<file path="config.mk">
export PLATFORM = sky130hd
export DESIGN_NAME = ahb_master_arbiter
export DESIGN_NICKNAME = d
export VERILOG_FILES = /design/src/rtl/ahb_pkg.sv /design/src/rtl/ahb_rr_arbiter.sv /design/src/rtl/ahb_master_arbiter.sv
export SDC_FILE = /design/constraint.sdc
export NUM_CORES = 1
export LEC_CHECK = 0
export CAP_MARGIN = 30
export CORE_UTILIZATION = 43
export CTS_CLUSTER_DIAMETER = 50
export DETAILED_ROUTE_END_ITERATION = 16
export PLACE_DENSITY = 0.83
export SETUP_SLACK_MARGIN = 0.5
export SLEW_MARGIN = 5
export SYNTH_ARGS = -nofsm -noshare
export SYNTH_HDL_FRONTEND = slang
export SYNTH_SLANG_ARGS = --single-unit
</file>
<file path="constraint.sdc">
create_clock -name clk -period 5.9 [get_ports clk]
set_clock_uncertainty 0.1 [all_clocks]
set_input_delay 0.59 -clock clk [delete_from_list [all_inputs] [get_ports clk]]
set_output_delay 0.59 -clock clk [all_outputs]
set_load 0.1 [all_outputs]
</file>
<file path="src/rtl/ahb_pkg.sv">
// Shared AHB-Lite encodings and the master arbiter FSM state type.
package ahb_pkg;

    localparam logic [1:0] HTRANS_IDLE   = 2'b00;
    localparam logic [1:0] HTRANS_BUSY   = 2'b01;
    localparam logic [1:0] HTRANS_NONSEQ = 2'b10;
    localparam logic [1:0] HTRANS_SEQ    = 2'b11;

    localparam logic [2:0] HBURST_SINGLE = 3'b000;
    localparam logic [2:0] HBURST_INCR4  = 3'b011;
    localparam logic [2:0] HBURST_INCR8  = 3'b101;
    localparam logic [2:0] HBURST_INCR16 = 3'b111;

    localparam logic [2:0] HSIZE_WORD  = 3'b010;
    localparam logic [3:0] HPROT_FETCH = 4'b0010;
    localparam logic [3:0] HPROT_DATA  = 4'b0011;

    typedef enum logic [1:0] {
        ST_IDLE = 2'b00,
        ST_XFER = 2'b01,
        ST_LAST = 2'b10,
        ST_ERR  = 2'b11
    } ahb_state_e;

    // Line length in beats to the matching incrementing burst code.
    function automatic logic [2:0] burst_code(input int words);
        case (words)
            32'sd4:  burst_code = HBURST_INCR4;
            32'sd16: burst_code = HBURST_INCR16;
            default: burst_code = HBURST_INCR8;
        endcase
    endfunction

endpackage

</file>
<file path="src/rtl/ahb_rr_arbiter.sv">
// Two-way round-robin grant between I and D sides; the last-granted side
// only advances when a grant is actually taken.
module ahb_rr_arbiter (
    input  logic clk,
    input  logic reset,
    input  logic en,
    input  logic i_req,
    input  logic d_req,
    output logic gnt_valid,
    output logic gnt_d
);

    logic last_d_r;

    assign gnt_valid = en & (i_req | d_req);
    // On a tie the side not served last wins; after reset I counts as last.
    assign gnt_d     = d_req & (~i_req | ~last_d_r);

    // Last-granted side register.
    always_ff @(posedge clk or posedge reset) begin
        if (reset) begin
            last_d_r <= 1'b0;
        end else if (gnt_valid) begin
            last_d_r <= gnt_d;
        end else begin
            last_d_r <= last_d_r;
        end
    end

endmodule

</file>
<file path="src/rtl/ahb_master_arbiter.sv">
// Merges I-side and D-side cache requests onto one AHB-Lite master port,
// with pipelined address/data phases, wait states and two-cycle ERROR handling.
module ahb_master_arbiter
    import ahb_pkg::*;
#(
    parameter int LINE_WORDS = 8
) (
    input  logic        clk,
    input  logic        reset,
    input  logic        i_req,
    input  logic [31:0] i_addr,
    input  logic        i_burst,
    input  logic        d_req,
    input  logic [31:0] d_addr,
    input  logic        d_burst,
    input  logic        d_write,
    input  logic [31:0] d_wdata,
    output logic        d_wnext,
    output logic [31:0] i_rdata,
    output logic [31:0] d_rdata,
    output logic        i_rvalid,
    output logic        d_rvalid,
    output logic        i_done,
    output logic        d_done,
    output logic        i_err,
    output logic        d_err,
    output logic [31:0] HADDR,
    output logic [1:0]  HTRANS,
    output logic [2:0]  HBURST,
    output logic [2:0]  HSIZE,
    output logic [3:0]  HPROT,
    output logic        HMASTLOCK,
    output logic        HWRITE,
    output logic [31:0] HWDATA,
    input  logic [31:0] HRDATA,
    input  logic        HREADY,
    input  logic        HRESP
);

    ahb_state_e state_r, state_nxt_s;
    logic       side_d_r, dphase_r;
    logic [3:0] cnt_r;
    logic       gnt_valid_s, gnt_d_s, gnt_burst_s;
    logic       grant_s, accept_s, beat_ok_s, finish_s, err_start_s, err_end_s;

    // A side whose done is pulsing this cycle may still show req; don't re-grant it.
    ahb_rr_arbiter u_arb (
        .clk       (clk),
        .reset     (reset),
        .en        (state_r == ST_IDLE),
        .i_req     (i_req & ~i_done),
        .d_req     (d_req & ~d_done),
        .gnt_valid (gnt_valid_s),
        .gnt_d     (gnt_d_s)
    );

    assign gnt_burst_s = gnt_d_s ? d_burst : i_burst;
    assign d_wnext     = accept_s & side_d_r & HWRITE;

    // FSM state register.
    always_ff @(posedge clk or posedge reset) begin
        if (reset) begin
            state_r <= ST_IDLE;
        end else begin
            state_r <= state_nxt_s;
        end
    end

    // Next-state and per-cycle bus event decode.
    always_comb begin
        state_nxt_s = state_r;
        grant_s     = 1'b0;
        accept_s    = 1'b0;
        beat_ok_s   = 1'b0;
        finish_s    = 1'b0;
        err_start_s = 1'b0;
        err_end_s   = 1'b0;
        case (state_r)
            ST_IDLE: begin
                if (gnt_valid_s) begin
                    grant_s     = 1'b1;
                    state_nxt_s = ST_XFER;
                end else begin
                    state_nxt_s = ST_IDLE;
                end
            end
            ST_XFER: begin
                if (dphase_r && HRESP && !HREADY) begin
                    err_start_s = 1'b1;
                    state_nxt_s = ST_ERR;
                end else if (HREADY) begin
                    accept_s    = 1'b1;
                    beat_ok_s   = dphase_r & ~HRESP;
                    state_nxt_s = (cnt_r == 4'd0) ? ST_LAST : ST_XFER;
                end else begin
                    state_nxt_s = ST_XFER;
                end
            end
            ST_LAST: begin
                if (HRESP && !HREADY) begin
                    err_start_s = 1'b1;
                    state_nxt_s = ST_ERR;
                end else if (HREADY) begin
                    beat_ok_s   = ~HRESP;
                    finish_s    = 1'b1;
                    state_nxt_s = ST_IDLE;
                end else begin
                    state_nxt_s = ST_LAST;
                end
            end
            ST_ERR: begin
                if (HREADY) begin
                    err_end_s   = 1'b1;
                    state_nxt_s = ST_IDLE;
                end else begin
                    state_nxt_s = ST_ERR;
                end
            end
            default: begin
                state_nxt_s = ST_IDLE;
            end
        endcase
    end

    // Bus outputs, beat counter and requester acknowledges.
    always_ff @(posedge clk or posedge reset) begin
        if (reset) begin
            side_d_r  <= 1'b0;
            dphase_r  <= 1'b0;
            cnt_r     <= 4'd0;
            HADDR     <= 32'h0000_0000;
            HTRANS    <= HTRANS_IDLE;
            HBURST    <= HBURST_SINGLE;
            HSIZE     <= HSIZE_WORD;
            HPROT     <= HPROT_DATA;
            HMASTLOCK <= 1'b0;
            HWRITE    <= 1'b0;
            HWDATA    <= 32'h0000_0000;
            i_rdata   <= 32'h0000_0000;
            d_rdata   <= 32'h0000_0000;
            i_rvalid  <= 1'b0;
            d_rvalid  <= 1'b0;
            i_done    <= 1'b0;
            d_done    <= 1'b0;
            i_err     <= 1'b0;
            d_err     <= 1'b0;
        end else begin
            HSIZE     <= HSIZE_WORD;
            HMASTLOCK <= 1'b0;
            i_rvalid  <= 1'b0;
            d_rvalid  <= 1'b0;
            i_done    <= 1'b0;
            d_done    <= 1'b0;
            i_err     <= 1'b0;
            d_err     <= 1'b0;
            if (grant_s) begin
                side_d_r <= gnt_d_s;
                dphase_r <= 1'b0;
                cnt_r    <= gnt_burst_s ? 4'(LINE_WORDS - 1) : 4'd0;
                HADDR    <= gnt_d_s ? d_addr : i_addr;
                HTRANS   <= HTRANS_NONSEQ;
                HBURST   <= gnt_burst_s ? burst_code(LINE_WORDS) : HBURST_SINGLE;
                HPROT    <= gnt_d_s ? HPROT_DATA : HPROT_FETCH;
                HWRITE   <= gnt_d_s & d_write;
            end else if (accept_s) begin
                dphase_r <= 1'b1;
                if (HWRITE) begin
                    HWDATA <= d_wdata;
                end
                if (cnt_r == 4'd0) begin
                    HTRANS <= HTRANS_IDLE;
                end else begin
                    HTRANS <= HTRANS_SEQ;
                    HADDR  <= HADDR + 32'd4;
                    cnt_r  <= cnt_r - 4'd1;
                end
            end else if (err_start_s || finish_s) begin
                dphase_r <= 1'b0;
                HTRANS   <= HTRANS_IDLE;
            end
            if (beat_ok_s && !HWRITE) begin
                if (side_d_r) begin
                    d_rdata  <= HRDATA;
                    d_rvalid <= 1'b1;
                end else begin
                    i_rdata  <= HRDATA;
                    i_rvalid <= 1'b1;
                end
            end
            if (finish_s || err_end_s) begin
                if (side_d_r) begin
                    d_done <= 1'b1;
                    d_err  <= err_end_s;
                end else begin
                    i_done <= 1'b1;
                    i_err  <= err_end_s;
                end
            end
        end
    end

endmodule

</file>
# Yosys cells after proc, flatten, opt, wreduce, memory -nomap -nowiden

Index checks and enable logic that the tools add are counted.
W data, S select, Z words.

Bitwise operators: 17
Equality and inequality tests: 4
Magnitude comparators: 0
Add/sub/neg operators: 2
Multiply operators: 0
Shift-type cells: 0
Divide/modulo/power cells: 0
Multiplexer cells: 52
Reductions and logical operators: 16

Operators with widths:

| kind                    | number |
|---|---|
| $mux W32                | 4 |
| $add A32 B3 Y32 const B | 1 |
| $mux W1                 | 30 |
| $mux W2                 | 10 |
| $mux W4                 | 3 |
| $and A1 B1 Y1           | 8 |
| $pmux W2 S4             | 1 |
| $not A1 Y1              | 7 |
| $mux W3                 | 2 |
| $reduce_and A2 Y1       | 3 |
| $eq A2 B2 Y1 const B    | 2 |
| $logic_and A1 B1 Y1     | 4 |
| $logic_not A4 Y1        | 1 |
| $pmux W1 S2             | 2 |
| $sub A4 B1 Y4 const B   | 1 |
| $reduce_and A3 Y1       | 1 |
| $reduce_bool A3 Y1      | 1 |
| $eq A2 B1 Y1 const B    | 1 |
| $logic_not A1 Y1        | 2 |
| $logic_not A2 Y1        | 1 |
| $logic_or A1 B1 Y1      | 2 |
| $ne A2 B2 Y1 const B    | 1 |
| $or A1 B1 Y1            | 2 |
| $reduce_bool A2 Y1      | 1 |

Word-level logic and storage cells: 110
Bits of input ports: 137
Memories kept: 0
Output and inout port bits: 149
Latch bits: 0
ROM bits: 0
Flip-flop bits (word level): 153
RAM bits: 0

# Logic depth before layout (Yosys ltp)

Gate-level depths: netlist (run 1).

Word-level depth: 8
Depth in mapped cells: 8
Mapped depth without buffers: 7

# By module

From an unflattened synthesis (run 1), not the netlist that was laid out.

Cells, all modules: 543
Area total of the unflattened synthesis: 6,737.7 um^2

Modules (own cells, without submodules):

| module             | sequential area each (um^2) | area each (um^2) | instances | cells each |
|---|---|---|---|---|
| ahb_master_arbiter | 3,679.8                     | 6,682.7          | 1         | 537 |
| ahb_rr_arbiter     | 25.0                        | 55.1             | 1         | 6 |

# Least setup slack after synthesis (run 1)

No wires, ideal clock.

Path kind: register to register
Start point: register HADDR[2]
End point: register HADDR[30]
Arrival time: 2.391 ns
Stages on the path, launching flop included: 7
Library setup time: 0.082 ns
Setup slack: 3.327 ns
Buffers on the path: 0
Data required time: 5.718 ns
Path through: dfrtp_1 ha_1 nand3_2 nor3_4 nand3_2 or4_1 a31oi_1

Cells in the longest elaborated chain, start to end: 4

RTL lines:

| what                     | RTL line                  | text |
|---|---|---|
| start: declaration       | ahb_master_arbiter.sv:27  | `output logic [31:0] HADDR,` |
| start signal: assignment | ahb_master_arbiter.sv:160 | `HADDR <= gnt_d_s ? d_addr : i_addr;` |
| start signal: assignment | ahb_master_arbiter.sv:174 | `HADDR <= HADDR + 32'd4;` |
| $add A32 B3 Y32          | ahb_master_arbiter.sv:174 |  |
| $mux W32                 | ahb_master_arbiter.sv:170 | `if (cnt_r == 4'd0) begin` |
| $mux W32                 | ahb_master_arbiter.sv:165 | `end else if (accept_s) begin` |
| $mux W32                 | ahb_master_arbiter.sv:156 | `if (grant_s) begin` |

Every way passes these cells. The select of a mux whose other input is x is not followed.
A chain may end at the register's enable or synchronous reset.

# Worst setup path in the final report (run 1)

Start point: input port HREADY
End point: output port d_wnext

Cells in the longest elaborated chain, start to end: 6
Elaborated cells on any way between the ends: 7
Those cells by class: mux (3); bitwise (2); reduce/logical (2)

RTL lines:

| what                         | RTL line                 | text |
|---|---|---|
| start: declaration           | ahb_master_arbiter.sv:36 | `input logic HREADY,` |
| $logic_not A1 Y1             | ahb_master_arbiter.sv:88 | `if (dphase_r && HRESP && !HREADY) begin` |
| $logic_and A1 B1 Y1          | ahb_master_arbiter.sv:88 |  |
| $mux W1 *                    | ahb_master_arbiter.sv:88 |  |
| $mux W1 *                    | ahb_master_arbiter.sv:78 | `case (state_r)` |
| $and A1 B1 Y1 * (2 in a row) | ahb_master_arbiter.sv:58 | `assign d_wnext = accept_s & side_d_r & HWRITE;` |
| end: declaration             | ahb_master_arbiter.sv:18 | `output logic d_wnext,` |

Every way passes the cells marked *; elsewhere a longest branch is shown, timed or not.

==> flow_summary.html, run 1 <==
<table>
<tr><th>Metric</th><th>Value</th></tr>
<tr><th colspan="2">Outcome</th></tr>
<tr><td>Status</td><td>completed</td></tr>
<tr><th colspan="2">Synthesis</th></tr>
<tr><td>Mapped Cells</td><td>around 570</td></tr>
<tr><td>Number of distinct library cell variants in the gate-level netlist after synthesis</td><td>51</td></tr>
<tr><td>Synthesized area divided by synthesized cell count</td><td>11.9 um^2</td></tr>
<tr><td>Number of enable flip-flop cells after synthesis</td><td>0</td></tr>
<tr><td>Synthesized area</td><td>between 0.006 and 0.007 mm^2</td></tr>
<tr><td>Sequential element share of the synthesized area</td><td>a little under three fifths</td></tr>
<tr><td>Register bit total from synthesis</td><td>148</td></tr>
<tr><td>Count of synthesis-stage warnings from yosys</td><td>0</td></tr>
<tr><td>Share of synthesized registers carrying an async set or reset</td><td>100%</td></tr>
<tr><td>Synth Flop Type</td><td>dfrtp_1</td></tr>
<tr><th colspan="2">Drt</th></tr>
<tr><td>Vias per Instance</td><td>5.09</td></tr>
<tr><td>Detailed Route Iter0 Violations</td><td>230</td></tr>
<tr><td>Routed length per instance</td><td>16.9 um</td></tr>
<tr><td>Met2 wire length</td><td>8.84 mm</td></tr>
<tr><td>Wl on met1</td><td>7.06 mm</td></tr>
<tr><td>DR vias</td><td>5327</td></tr>
<tr><td>Met3 wire length</td><td>around 1.4 mm</td></tr>
<tr><td>Total wirelength of the detailed-routed design</td><td>approximately 18 mm</td></tr>
<tr><td>Antenna Nets Post-Route</td><td>0</td></tr>
<tr><td>Highest layer used for signal routing</td><td>met4</td></tr>
<tr><td>Residual DRC count</td><td>0</td></tr>
<tr><td>Pre-Repair DR Iteration Count</td><td>4</td></tr>
<tr><th colspan="2">Layout</th></tr>
<tr><td>Most common library cell in the layout ignoring fill and taps</td><td>clkdlybuf4s50_1</td></tr>
<tr><td>Leading cell types in the layout, fill and taps excluded</td><td>277 x clkdlybuf4s50_1, 147 x dfrtp_1, 72 x nand2_1, 64 x mux2_1, 34 x a21oi_1</td></tr>
<tr><td>Antenna fix cells</td><td>0</td></tr>
<tr><td>Area overhead of the layout relative to synthesis</td><td>55.7%</td></tr>
<tr><td>FILL cells</td><td>1108</td></tr>
<tr><td>Fraction of layout instances using a drive strength above 1</td><td>11.2%</td></tr>
<tr><td>Nets</td><td>990</td></tr>
<tr><td>Final std cells w/o fill</td><td>roughly 1000</td></tr>
<tr><th colspan="2">Die</th></tr>
<tr><td>Standard cell core area</td><td>0.0152 mm^2</td></tr>
<tr><td>Top-level I/O count</td><td>286</td></tr>
<tr><td>Placement row count</td><td>45</td></tr>
<tr><td>Die boundary height</td><td>127 um</td></tr>
<tr><td>Die Span X</td><td>between 100 and 150 um</td></tr>
<tr><td>Die area</td><td>0.0161 mm^2</td></tr>
<tr><td>Initial cell density of the core</td><td>approximately 44%</td></tr>
<tr><th colspan="2">Setup path</th></tr>
<tr><td>CP Launch Type</td><td>primary input</td></tr>
<tr><td>Most used cell along the critical path</td><td>clkdlybuf4s50_1</td></tr>
<tr><td>Cell depth of the worst flop-to-flop path</td><td>7</td></tr>
<tr><td>Data required time at the worst endpoint</td><td>5.21 ns</td></tr>
<tr><td>Critical path origin</td><td>HREADY</td></tr>
<tr><td>CP Max Fanout</td><td>8</td></tr>
<tr><td>Crit end category</td><td>primary output</td></tr>
<tr><td>Crit Path Class</td><td>primary input to primary output</td></tr>
<tr><td>Arrival time reported for the critical path endpoint</td><td>roughly 2.5 ns</td></tr>
<tr><td>Critical Path Slowest Stage Cell</td><td>clkdlybuf4s50_1</td></tr>
<tr><td>Worst r2r src</td><td>state_r[1]</td></tr>
<tr><td>Slowest cell delay on critical path</td><td>0.64 ns</td></tr>
<tr><td>Reg-to-Reg End</td><td>d_rdata[16]</td></tr>
<tr><td>FF-to-FF setup slack</td><td>roughly 3.2 ns</td></tr>
<tr><td>Capturing element of the worst setup path</td><td>d_wnext</td></tr>
<tr><td>Cells along the critical path</td><td>clkdlybuf4s50_1 &gt; and2_1 &gt; and3_1 &gt; clkdlybuf4s50_1 &gt; buf_16</td></tr>
<tr><th colspan="2">Clock tree</th></tr>
<tr><td>TritonCTS clock tree</td><td>yes</td></tr>
<tr><td>Clock transition at the registers of the reported paths</td><td>~0.060 ns</td></tr>
<tr><td>Post-CTS setup buffers</td><td>0</td></tr>
<tr><td>Clock root cell</td><td>clkbuf_16</td></tr>
<tr><td>CTS buffer count</td><td>17</td></tr>
<tr><td>CTS Buffer Depth</td><td>2</td></tr>
<tr><td>Resized Gates After CTS</td><td>0</td></tr>
<tr><td>Clock tree sinks</td><td>~150</td></tr>
<tr><td>CTS H-tree depth</td><td>4</td></tr>
<tr><td>Clock latency on the worst-skew pair</td><td>0.42 ns</td></tr>
<tr><td>Quantity of hold-fixing buffers added after cts</td><td>0</td></tr>
<tr><th colspan="2">Global route</th></tr>
<tr><td>First-pass GRT wire length</td><td>28.5 mm</td></tr>
<tr><td>Total global-route track usage</td><td>23.1%</td></tr>
<tr><td>Vias in the first global route</td><td>5478</td></tr>
<tr><td>Initial antenna violation count</td><td>0</td></tr>
<tr><td>Total gr overflow</td><td>0</td></tr>
<tr><td>Pin count of the biggest net entering global routing</td><td>82</td></tr>
<tr><th colspan="2">Timing</th></tr>
<tr><td>Final period utilization</td><td>54.1%</td></tr>
<tr><td>Post-layout minimum cycle time</td><td>3.19 ns</td></tr>
<tr><td>Max-slew violation count</td><td>0</td></tr>
<tr><td>Worst relative slew slack</td><td>30.0%</td></tr>
<tr><td>Setup repair after global routing missed its margin</td><td>no</td></tr>
<tr><td>Slew at the pin with the worst max-slew slack</td><td>1.05 ns</td></tr>
<tr><td>Top achievable clock speed</td><td>313 MHz</td></tr>
<tr><td>Final setup vio count</td><td>0</td></tr>
<tr><td>Total negative setup slack</td><td>0 ns</td></tr>
<tr><td>Final Hold Violating Endpoints</td><td>0</td></tr>
<tr><th colspan="2">Place</th></tr>
<tr><td>Number of placed instances, taps included</td><td>1015</td></tr>
<tr><td>IO Port Bufs</td><td>277</td></tr>
<tr><td>Routability congestion estimate</td><td>0.783</td></tr>
<tr><td>Detailed Place HPWL</td><td>about 13 mm</td></tr>
<tr><th colspan="2">Run</th></tr>
<tr><td>Number of maximum-capacitance constraint violations</td><td>0</td></tr>
<tr><th colspan="2">Hold path</th></tr>
<tr><td>Worst hold path class</td><td>register to register</td></tr>
</table>
==> metal layers <==
layer	global-route usage, %	vias up
li1	-	2511
met4	9.45	0
met2	39.4	222
met1	26.6	2562
met3	7.76	32
met5	0	-
==> registers in the layout, summed over array words and instances, names as in the netlist, 2 cells and up <==
signal	count
HADDR	32
HWDATA	32
d_rdata	32
i_rdata	32
cnt_r	4
HTRANS	2
state_r	2
==> through the flow <==
stage,utilization [%],instance area [um^2],setup WS [ns],hold WS [ns]
finish,68.8,10500,2.71,0.384
global route,68.8,10500,2.58,0.400
CTS,68.8,10500,2.71,0.387
detailed placement,64.7,9840,2.73,0.374
global placement,63.0,9570,2.37,0.366
floorplan,-,6740,1.23,0.373
==> cell families after synthesis <==
| group | synth area share (%) |
|---|---|
| other | 0.112 |
| adders and majority gates | 1.30 |
| xor gates and xnor gates | 3.65 |
| muxes | 16.4 |
| and+or+nand+nor | 13.9 |
| AOI/OAI and AO/OA | 5.61 |
| DFF | 55.2 |
| buffers and inverters | 3.80 |
==> final cells by class <==
type	count	area [um^2]	area share, %
Sequential cell	148	3700	35.4
Timing Repair Buffer	291	3070	29.4
Multi-Input combinational cell	379	2790	26.7
Clock buffer	21	460	4.41
Tap cell	188	235	2.25
Clock inverter	11	151	1.45
Inverter	9	38.8	0.371
==> Yosys cell counts (3+ instances only) <==
cell        n  area, um^2
a21o_1      6        45.0
a21oi_1    35         175
a31oi_1     9        56.3
and2_1      4        25.0
and3_1     29         181
buf_2       3        15.0
buf_4      10        75.1
buf_6       6        67.6
clkbuf_1   17        63.8
dfrtp_1   147        3680
ha_1        7        87.6
inv_1       9        33.8
mux2_1     64         721
mux2_2     32         360
nand2_1    72         270
nand3_1    10        50.1
nand3_2     3        30.0
nand4_1    10        62.6
nor2_1     19        71.3
nor2b_1     3        18.8
nor3_1      4        20.0
o21ai_0     3        15.0
xnor2_1     5        43.8
xor2_1     23         201
==> how the worst min path moves through the flow <==
stage                              start              to  slack [ns]  depth (start not counted)
after floorplan           u_arb.last_d_r  u_arb.last_d_r        0.37                          1
after CTS                     i_rdata[8]      i_rdata[8]        0.39                          1
final                        i_rdata[20]     i_rdata[20]        0.38                          1
after detailed placement      i_rdata[8]      i_rdata[8]        0.37                          1
after global routing          i_rdata[8]      i_rdata[8]        0.40                          1
after global placement        i_rdata[4]      i_rdata[4]        0.37                          1
==> worst max-delay path: cells and delay by family <==
family                 cells  cell delay (ns)
buffers and inverters      3             1.40
AND/OR/NAND/NOR            2             0.50
Power of run 1 is not shown: default switching activity piles up to over one toggle a cycle in this logic, so the estimate is an artifact.
==> run 2, diff against run 1 <==
Clock period 5.9 ns to 3.3 ns, I/O delays scaled along.
==> flow_summary.html, run 2 (same netlist as run 1, synthesis figures left out) <==
<table>
<tr><th>Metric</th><th>Value</th></tr>
<tr><th colspan="2">Global route</th></tr>
<tr><td>Initial antenna violation count</td><td>0 (unchanged)</td></tr>
<tr><td>Total global-route track usage</td><td>22.9% (was 23.1%)</td></tr>
<tr><td>First-pass GRT wire length</td><td>28.4 mm (was 28.5 mm)</td></tr>
<tr><td>Total gr overflow</td><td>0 (unchanged)</td></tr>
<tr><td>Pin count of the biggest net entering global routing</td><td>45 (was 82)</td></tr>
<tr><td>Vias in the first global route</td><td>5445 (was 5478)</td></tr>
<tr><th colspan="2">Layout</th></tr>
<tr><td>Nets</td><td>989 (was 990)</td></tr>
<tr><td>Fraction of layout instances using a drive strength above 1</td><td>12.6% (was 11.2%)</td></tr>
<tr><td>Antenna fix cells</td><td>0 (unchanged)</td></tr>
<tr><td>Multi-input combinational cell area</td><td>0.00278 mm^2 (was 0.00279 mm^2)</td></tr>
<tr><td>Most common library cell in the layout ignoring fill and taps</td><td>clkdlybuf4s50_1 (unchanged)</td></tr>
<tr><td>Area overhead of the layout relative to synthesis</td><td>52.9% (was 55.7%)</td></tr>
<tr><td>FILL cells</td><td>1148 (was 1108)</td></tr>
<tr><td>Storage element area</td><td>0.00370 mm^2 (unchanged)</td></tr>
<tr><td>Leading cell types in the layout, fill and taps excluded</td><td>264 x clkdlybuf4s50_1, 147 x dfrtp_1, 72 x nand2_1, 64 x mux2_1, 34 x a21oi_1 (was 277 x clkdlybuf4s50_1, 147 x dfrtp_1, 72 x nand2_1, 64 x mux2_1, 34 x a21oi_1)</td></tr>
<tr><th colspan="2">Clock tree</th></tr>
<tr><td>Post-CTS setup buffers</td><td>0 (unchanged)</td></tr>
<tr><td>Quantity of hold-fixing buffers added after cts</td><td>0 (unchanged)</td></tr>
<tr><td>Resized Gates After CTS</td><td>0 (unchanged)</td></tr>
<tr><td>Clock transition at the registers of the reported paths</td><td>0.06 ns (about the same)</td></tr>
<tr><td>CTS Buffer Depth</td><td>2 (unchanged)</td></tr>
<tr><td>Clock tree sinks</td><td>148 (unchanged)</td></tr>
<tr><td>Clock latency on the worst-skew pair</td><td>0.41 ns (was 0.42 ns)</td></tr>
<tr><td>TritonCTS clock tree</td><td>yes (unchanged)</td></tr>
<tr><td>Clock root cell</td><td>clkbuf_16 (unchanged)</td></tr>
<tr><td>CTS H-tree depth</td><td>4 (unchanged)</td></tr>
<tr><td>CTS buffer count</td><td>17 (unchanged)</td></tr>
<tr><th colspan="2">Place</th></tr>
<tr><td>Detailed Place HPWL</td><td>12.9 mm (was 13.1 mm)</td></tr>
<tr><td>Routability congestion estimate</td><td>0.841 (was 0.783)</td></tr>
<tr><td>IO Port Bufs</td><td>277 (unchanged)</td></tr>
<tr><th colspan="2">Drt</th></tr>
<tr><td>DR vias</td><td>5342 (was 5327)</td></tr>
<tr><td>Residual DRC count</td><td>0 (unchanged)</td></tr>
<tr><td>Routed length per instance</td><td>16.7 um (was 16.9 um)</td></tr>
<tr><td>Vias per Instance</td><td>5.11 (was 5.09)</td></tr>
<tr><td>Detailed Route Iter0 Violations</td><td>268 (was 230)</td></tr>
<tr><td>Pre-Repair DR Iteration Count</td><td>4 (unchanged)</td></tr>
<tr><td>Antenna Nets Post-Route</td><td>0 (unchanged)</td></tr>
<tr><td>Total wirelength of the detailed-routed design</td><td>17.5 mm (was 17.7 mm)</td></tr>
<tr><th colspan="2">Timing</th></tr>
<tr><td>Top achievable clock speed</td><td>382 MHz</td></tr>
<tr><td>Worst relative slew slack</td><td>30.9% (was 30.0%)</td></tr>
<tr><td>Final period utilization</td><td>79.4%</td></tr>
<tr><td>Max-slew violation count</td><td>0 (unchanged)</td></tr>
<tr><td>Slew at the pin with the worst max-slew slack</td><td>1.03 ns (was 1.05 ns)</td></tr>
<tr><td>Post-layout minimum cycle time</td><td>2.62 ns</td></tr>
<tr><td>Total negative setup slack</td><td>0 ns (unchanged)</td></tr>
<tr><td>Final Hold Violating Endpoints</td><td>0 (unchanged)</td></tr>
<tr><td>Final setup vio count</td><td>0 (unchanged)</td></tr>
<tr><td>Setup repair after global routing missed its margin</td><td>no (unchanged)</td></tr>
<tr><th colspan="2">Die</th></tr>
<tr><td>Standard cell core area</td><td>0.0152 mm^2 (unchanged)</td></tr>
<tr><td>Placement row count</td><td>45 (unchanged)</td></tr>
<tr><td>Die area</td><td>0.0161 mm^2 (unchanged)</td></tr>
<tr><td>Die boundary height</td><td>127 um (unchanged)</td></tr>
<tr><td>Top-level I/O count</td><td>286 (unchanged)</td></tr>
<tr><td>Initial cell density of the core</td><td>44.2% (unchanged)</td></tr>
<tr><td>Die Span X</td><td>127 um (unchanged)</td></tr>
<tr><th colspan="2">Setup path</th></tr>
<tr><td>CP Launch Type</td><td>register (was primary input)</td></tr>
<tr><td>Data required time at the worst endpoint</td><td>3.49 ns (was 5.21 ns)</td></tr>
<tr><td>Worst r2r src</td><td>state_r[1] (unchanged)</td></tr>
<tr><td>FF-to-FF setup slack</td><td>0.68 ns (was 3.18 ns)</td></tr>
<tr><td>Crit Path Class</td><td>register to register (was primary input to primary output)</td></tr>
<tr><td>Reg-to-Reg End</td><td>d_rdata[4] (was d_rdata[16])</td></tr>
<tr><td>Cell depth of the worst flop-to-flop path</td><td>7 (unchanged)</td></tr>
<tr><td>Crit end category</td><td>register (was primary output)</td></tr>
<tr><td>Arrival time reported for the critical path endpoint</td><td>2.81 ns (was 2.50 ns)</td></tr>
<tr><td>CP Max Fanout</td><td>20 (was 8)</td></tr>
<tr><th colspan="2">Hold path</th></tr>
<tr><td>Worst hold path class</td><td>primary input to asynchronous set/reset pin (was register to register)</td></tr>
<tr><th colspan="2">Outcome</th></tr>
<tr><td>Status</td><td>completed (unchanged)</td></tr>
<tr><th colspan="2">Run</th></tr>
<tr><td>Number of maximum-capacitance constraint violations</td><td>0 (unchanged)</td></tr>
</table>
[run 2: cell types whose count changed in the layout (fill, tap and decap cells not counted)]
cell and change:
buf_12 +2, buf_16 -9, buf_4 +19, bufinv_16 +1, clkbuf_1 -1, clkdlybuf4s50_1 -13
clkinvlp_4 -1, o21ai_2 +1, o21ai_4 -1
[run 2: through the flow]
stage               hold WS (ns)  area [um^2]  utilization (%)  instances  setup slack [ns]
finish                     0.290        10300             67.5       1045             0.681
global route               0.365        10300             67.5       1045             0.520
CTS                        0.305        10300             67.5       1045             0.636
detailed placement         0.374         9640             63.4       1014             0.639
global placement           0.368         9640             63.4       1014             0.701
floorplan                  0.363         6740                -        572             0.727
[run 2: final cells by class]
type	instances	area share, %
Clock buffer	20	4.45
Sequential cell	148	36.1
Timing Repair Buffer	290	28.0
Multi-Input combinational cell	379	27.1
Inverter	9	0.366
Tap cell	188	2.29
Clock inverter	11	1.71
[run 2: worst max path at each step]
stage	to	from	slack (ns)	cells after the start
2_1_floorplan	HADDR[30]	HADDR[2]	0.73	6
3_3_place_gp	d_rdata[7]	HRESP	0.70	5
3_5_place_dp	d_rdata[4]	HRESP	0.64	5
4_1_cts	d_rdata[4]	state_r[1]	0.64	7
5_1_grt	d_rdata[31]	state_r[1]	0.52	7
6_report	d_rdata[4]	state_r[1]	0.68	7
[run 2: worst max-delay path: stages (launching register included)]
cell	delay (ns)
dfrtp_1	0.40
inv_1	0.09
ha_1	0.28
a21oi_1	0.11
or4b_4	0.53
nor2_4	0.41
buf_12	0.24
mux2_1	0.34
[run 2: layer usage]
| layer | wire length (um) | vias to the layer above | GRT usage (%) | part of all wire, % |
|---|---|---|---|---|
| met5 | 0 | - | 0 | 0 |
| met4 | 359 | 0 | 8.96 | 2.1 |
| met3 | 1330 | 27 | 6.87 | 7.6 |
| met2 | 8790 | 203 | 39.3 | 50 |
| met1 | 6990 | 2596 | 26.9 | 40 |
| li1 | - | 2516 | - | - |
Power of run 2 is left out for the same reason.
==> run 3, diff against run 2 <==
Settings changed: CORE_UTILIZATION 43 to 39, PLACE_DENSITY 0.83 to 0.8.
Clock period 3.3 ns to 2.2 ns, I/O delays scaled along.
==> flow_summary.html, run 3 (same netlist as run 1, synthesis figures left out) <==
<table>
<tr><th>Metric</th><th>Value</th></tr>
<tr><th colspan="2">Outcome</th></tr>
<tr><td>Status</td><td>completed (unchanged)</td></tr>
<tr><th colspan="2">Drt</th></tr>
<tr><td>Antenna Nets Post-Route</td><td>0 (unchanged)</td></tr>
<tr><td>Total wirelength of the detailed-routed design</td><td>20.1 mm (was 17.5 mm)</td></tr>
<tr><td>Residual DRC count</td><td>0 (unchanged)</td></tr>
<tr><td>Pre-Repair DR Iteration Count</td><td>4 (unchanged)</td></tr>
<tr><td>DR vias</td><td>5555 (was 5342)</td></tr>
<tr><td>Vias per Instance</td><td>4.94 (was 5.11)</td></tr>
<tr><td>Routed length per instance</td><td>17.9 um (was 16.7 um)</td></tr>
<tr><td>Detailed Route Iter0 Violations</td><td>202 (was 268)</td></tr>
<tr><th colspan="2">Timing</th></tr>
<tr><td>Worst relative slew slack</td><td>66.0% (was 30.9%)</td></tr>
<tr><td>WHS</td><td>0.162 ns (was 0.290 ns)</td></tr>
<tr><td>Post-layout minimum cycle time</td><td>2.17 ns (was 2.62 ns)</td></tr>
<tr><td>Top achievable clock speed</td><td>460 MHz (was 382 MHz)</td></tr>
<tr><td>Final Hold Violating Endpoints</td><td>0 (unchanged)</td></tr>
<tr><td>Setup repair after global routing missed its margin</td><td>yes (was no)</td></tr>
<tr><td>Slew at the pin with the worst max-slew slack</td><td>0.510 ns (was 1.03 ns)</td></tr>
<tr><td>Final setup vio count</td><td>0 (unchanged)</td></tr>
<tr><td>Final period utilization</td><td>98.8% (was 79.4%)</td></tr>
<tr><td>Max-slew violation count</td><td>0 (unchanged)</td></tr>
<tr><th colspan="2">Hold path</th></tr>
<tr><td>Worst hold path class</td><td>primary input to asynchronous set/reset pin (unchanged)</td></tr>
<tr><th colspan="2">Place</th></tr>
<tr><td>IO Port Bufs</td><td>277 (unchanged)</td></tr>
<tr><td>Detailed Place HPWL</td><td>14.1 mm (was 12.9 mm)</td></tr>
<tr><td>Routability congestion estimate</td><td>0.796 (was 0.841)</td></tr>
<tr><th colspan="2">Die</th></tr>
<tr><td>Top-level I/O count</td><td>286 (unchanged)</td></tr>
<tr><td>Placement row count</td><td>47 (was 45)</td></tr>
<tr><td>Initial cell density of the core</td><td>40.2% (was 44.2%)</td></tr>
<tr><td>Die area</td><td>0.0177 mm^2 (was 0.0161 mm^2)</td></tr>
<tr><td>Die Span X</td><td>133 um (was 127 um)</td></tr>
<tr><td>Standard cell core area</td><td>0.0167 mm^2 (was 0.0152 mm^2)</td></tr>
<tr><td>Die boundary height</td><td>133 um (was 127 um)</td></tr>
<tr><th colspan="2">Setup path</th></tr>
<tr><td>Arrival time reported for the critical path endpoint</td><td>2.38 ns (was 2.81 ns)</td></tr>
<tr><td>CP Max Fanout</td><td>9 (was 20)</td></tr>
<tr><td>Crit Path Class</td><td>register to register (unchanged)</td></tr>
<tr><td>Data required time at the worst endpoint</td><td>2.40 ns (was 3.49 ns)</td></tr>
<tr><td>Slowest cell delay on critical path</td><td>0.52 ns (was 0.53 ns)</td></tr>
<tr><td>Cells along the critical path</td><td>inv_1 &gt; ha_2 &gt; a21oi_2 &gt; or4b_4 &gt; nor2_4 &gt; buf_4 &gt; clkbuf_16 &gt; mux2_4 (was inv_1 &gt; ha_1 &gt; a21oi_1 &gt; or4b_4 &gt; nor2_4 &gt; buf_12 &gt; mux2_1)</td></tr>
<tr><td>CP Launch Type</td><td>register (unchanged)</td></tr>
<tr><td>Cell depth of the worst flop-to-flop path</td><td>8 (was 7)</td></tr>
<tr><td>Critical Path Slowest Stage Cell</td><td>or4b_4 (unchanged)</td></tr>
<tr><td>Crit end category</td><td>register (unchanged)</td></tr>
<tr><th colspan="2">Clock tree</th></tr>
<tr><td>Quantity of hold-fixing buffers added after cts</td><td>0 (unchanged)</td></tr>
<tr><td>Clock latency on the worst-skew pair</td><td>0.42 ns (was 0.41 ns)</td></tr>
<tr><td>Clock root cell</td><td>clkbuf_16 (unchanged)</td></tr>
<tr><td>Clock tree sinks</td><td>148 (unchanged)</td></tr>
<tr><td>Clock transition at the registers of the reported paths</td><td>0.06 ns (about the same)</td></tr>
<tr><td>TritonCTS clock tree</td><td>yes (unchanged)</td></tr>
<tr><td>CTS buffer count</td><td>17 (unchanged)</td></tr>
<tr><td>CTS Buffer Depth</td><td>2 (unchanged)</td></tr>
<tr><td>CTS H-tree depth</td><td>4 (unchanged)</td></tr>
<tr><th colspan="2">Layout</th></tr>
<tr><td>Fraction of layout instances using a drive strength above 1</td><td>46.0% (was 12.6%)</td></tr>
<tr><td>Antenna fix cells</td><td>0 (unchanged)</td></tr>
<tr><td>Nets</td><td>1036 (was 989)</td></tr>
<tr><td>Area overhead of the layout relative to synthesis</td><td>68.0% (was 52.9%)</td></tr>
<tr><td>Most common library cell in the layout ignoring fill and taps</td><td>buf_4 (was clkdlybuf4s50_1)</td></tr>
<tr><td>Leading cell types in the layout, fill and taps excluded</td><td>163 x buf_4, 136 x clkdlybuf4s50_1, 119 x dfrtp_1, 95 x mux2_4, 66 x nand2_1 (was 264 x clkdlybuf4s50_1, 147 x dfrtp_1, 72 x nand2_1, 64 x mux2_1, 34 x a21oi_1)</td></tr>
<tr><th colspan="2">Run</th></tr>
<tr><td>Number of maximum-capacitance constraint violations</td><td>0 (unchanged)</td></tr>
<tr><th colspan="2">Global route</th></tr>
<tr><td>First-pass GRT wire length</td><td>30.6 mm (was 28.4 mm)</td></tr>
<tr><td>Vias in the first global route</td><td>5656 (was 5445)</td></tr>
<tr><td>Total gr overflow</td><td>0 (unchanged)</td></tr>
<tr><td>Initial antenna violation count</td><td>0 (unchanged)</td></tr>
<tr><td>Pin count of the biggest net entering global routing</td><td>95 (was 45)</td></tr>
<tr><td>Total global-route track usage</td><td>22.3% (was 22.9%)</td></tr>
</table>
run 3: cell count changes in the layout (fill, tap and decap cells not counted), moves of 5 or more:
cell,previous run,this run
buf_12,3,13
buf_4,23,163
buf_6,0,20
clkdlybuf4s50_1,264,136
dfrtp_1,147,119
dfrtp_2,0,28
mux2_1,64,1
mux2_2,32,0
mux2_4,0,95
nand2_1,72,66
nand3_1,10,5
run 3: path summary, 6_finish.rpt:
check,slack (ns),endpoint,start
min reg2reg,0.40,d_rdata[10],d_rdata[10]
max,0.03,d_rdata[16],state_r[0]
max in group asynchronous,1.32,HADDR[3],reset
max reg2reg,0.03,d_rdata[16],state_r[0]
min,0.16,HWDATA[21],reset
min in group clk,0.26,HADDR[1],i_addr[1]
run 3: layout make-up:
type / instances / area, um^2
Sequential cell: 148 / 3740
Clock inverter: 13 / 184
Multi-Input combinational cell: 379 / 3400
Timing Repair Buffer: 337 / 3190
Fill cell: 1195 / 5420
Inverter: 9 / 37.5
Clock buffer: 19 / 453
Tap cell: 220 / 275
run 3: timing repair:
action	4_1_cts	5_1_grt
setup endpoints to repair	140	140
pin swaps	16	29
hold endpoints to repair	0	0
buffers inserted	14	12
gates resized for setup	32	29
cloned	2	2
run 3: through the flow:
| stage | setup WS [ns] | setup TNS [ns] | cells | util [%] | cell area, um^2 |
|---|---|---|---|---|---|
| after floorplan | -0.138 | -3.88 | 572 | - | 7340 |
| after global placement | 0.0444 | 0 | 1063 | 60.4 | 10100 |
| after detailed placement | -0.0103 | -0.0103 | 1063 | 60.4 | 10100 |
| after CTS | 0.0332 | 0 | 1111 | 66.0 | 11000 |
| after global routing | -0.0591 | -1.22 | 1125 | 67.5 | 11300 |
| final | 0.0256 | 0 | 1125 | 67.5 | 11300 |
run 3: critical path: cells and delay by family (launching register included):
kind                       cells  cell delay [ns]
AOI/OAI and AO/OA              1             0.03
adders and majority gates      1             0.20
buffers and inverters          3             0.39
DFF                            1             0.39
muxes                          1             0.30
and+or+nand+nor                2             0.65
run 3: routing by layer:
layer | vias up | track usage (%) | part of all wire [%] | wire length (um)
li1 | 2613 | - | - | -
met1 | 2720 | 28.3 | 43 | 8660
met2 | 189 | 37.1 | 49 | 9930
met3 | 33 | 4.83 | 5.3 | 1070
met4 | 0 | 8.84 | 2.3 | 453
met5 | - | 0 | 0 | 0
Power of run 3 is left out for the same reason.
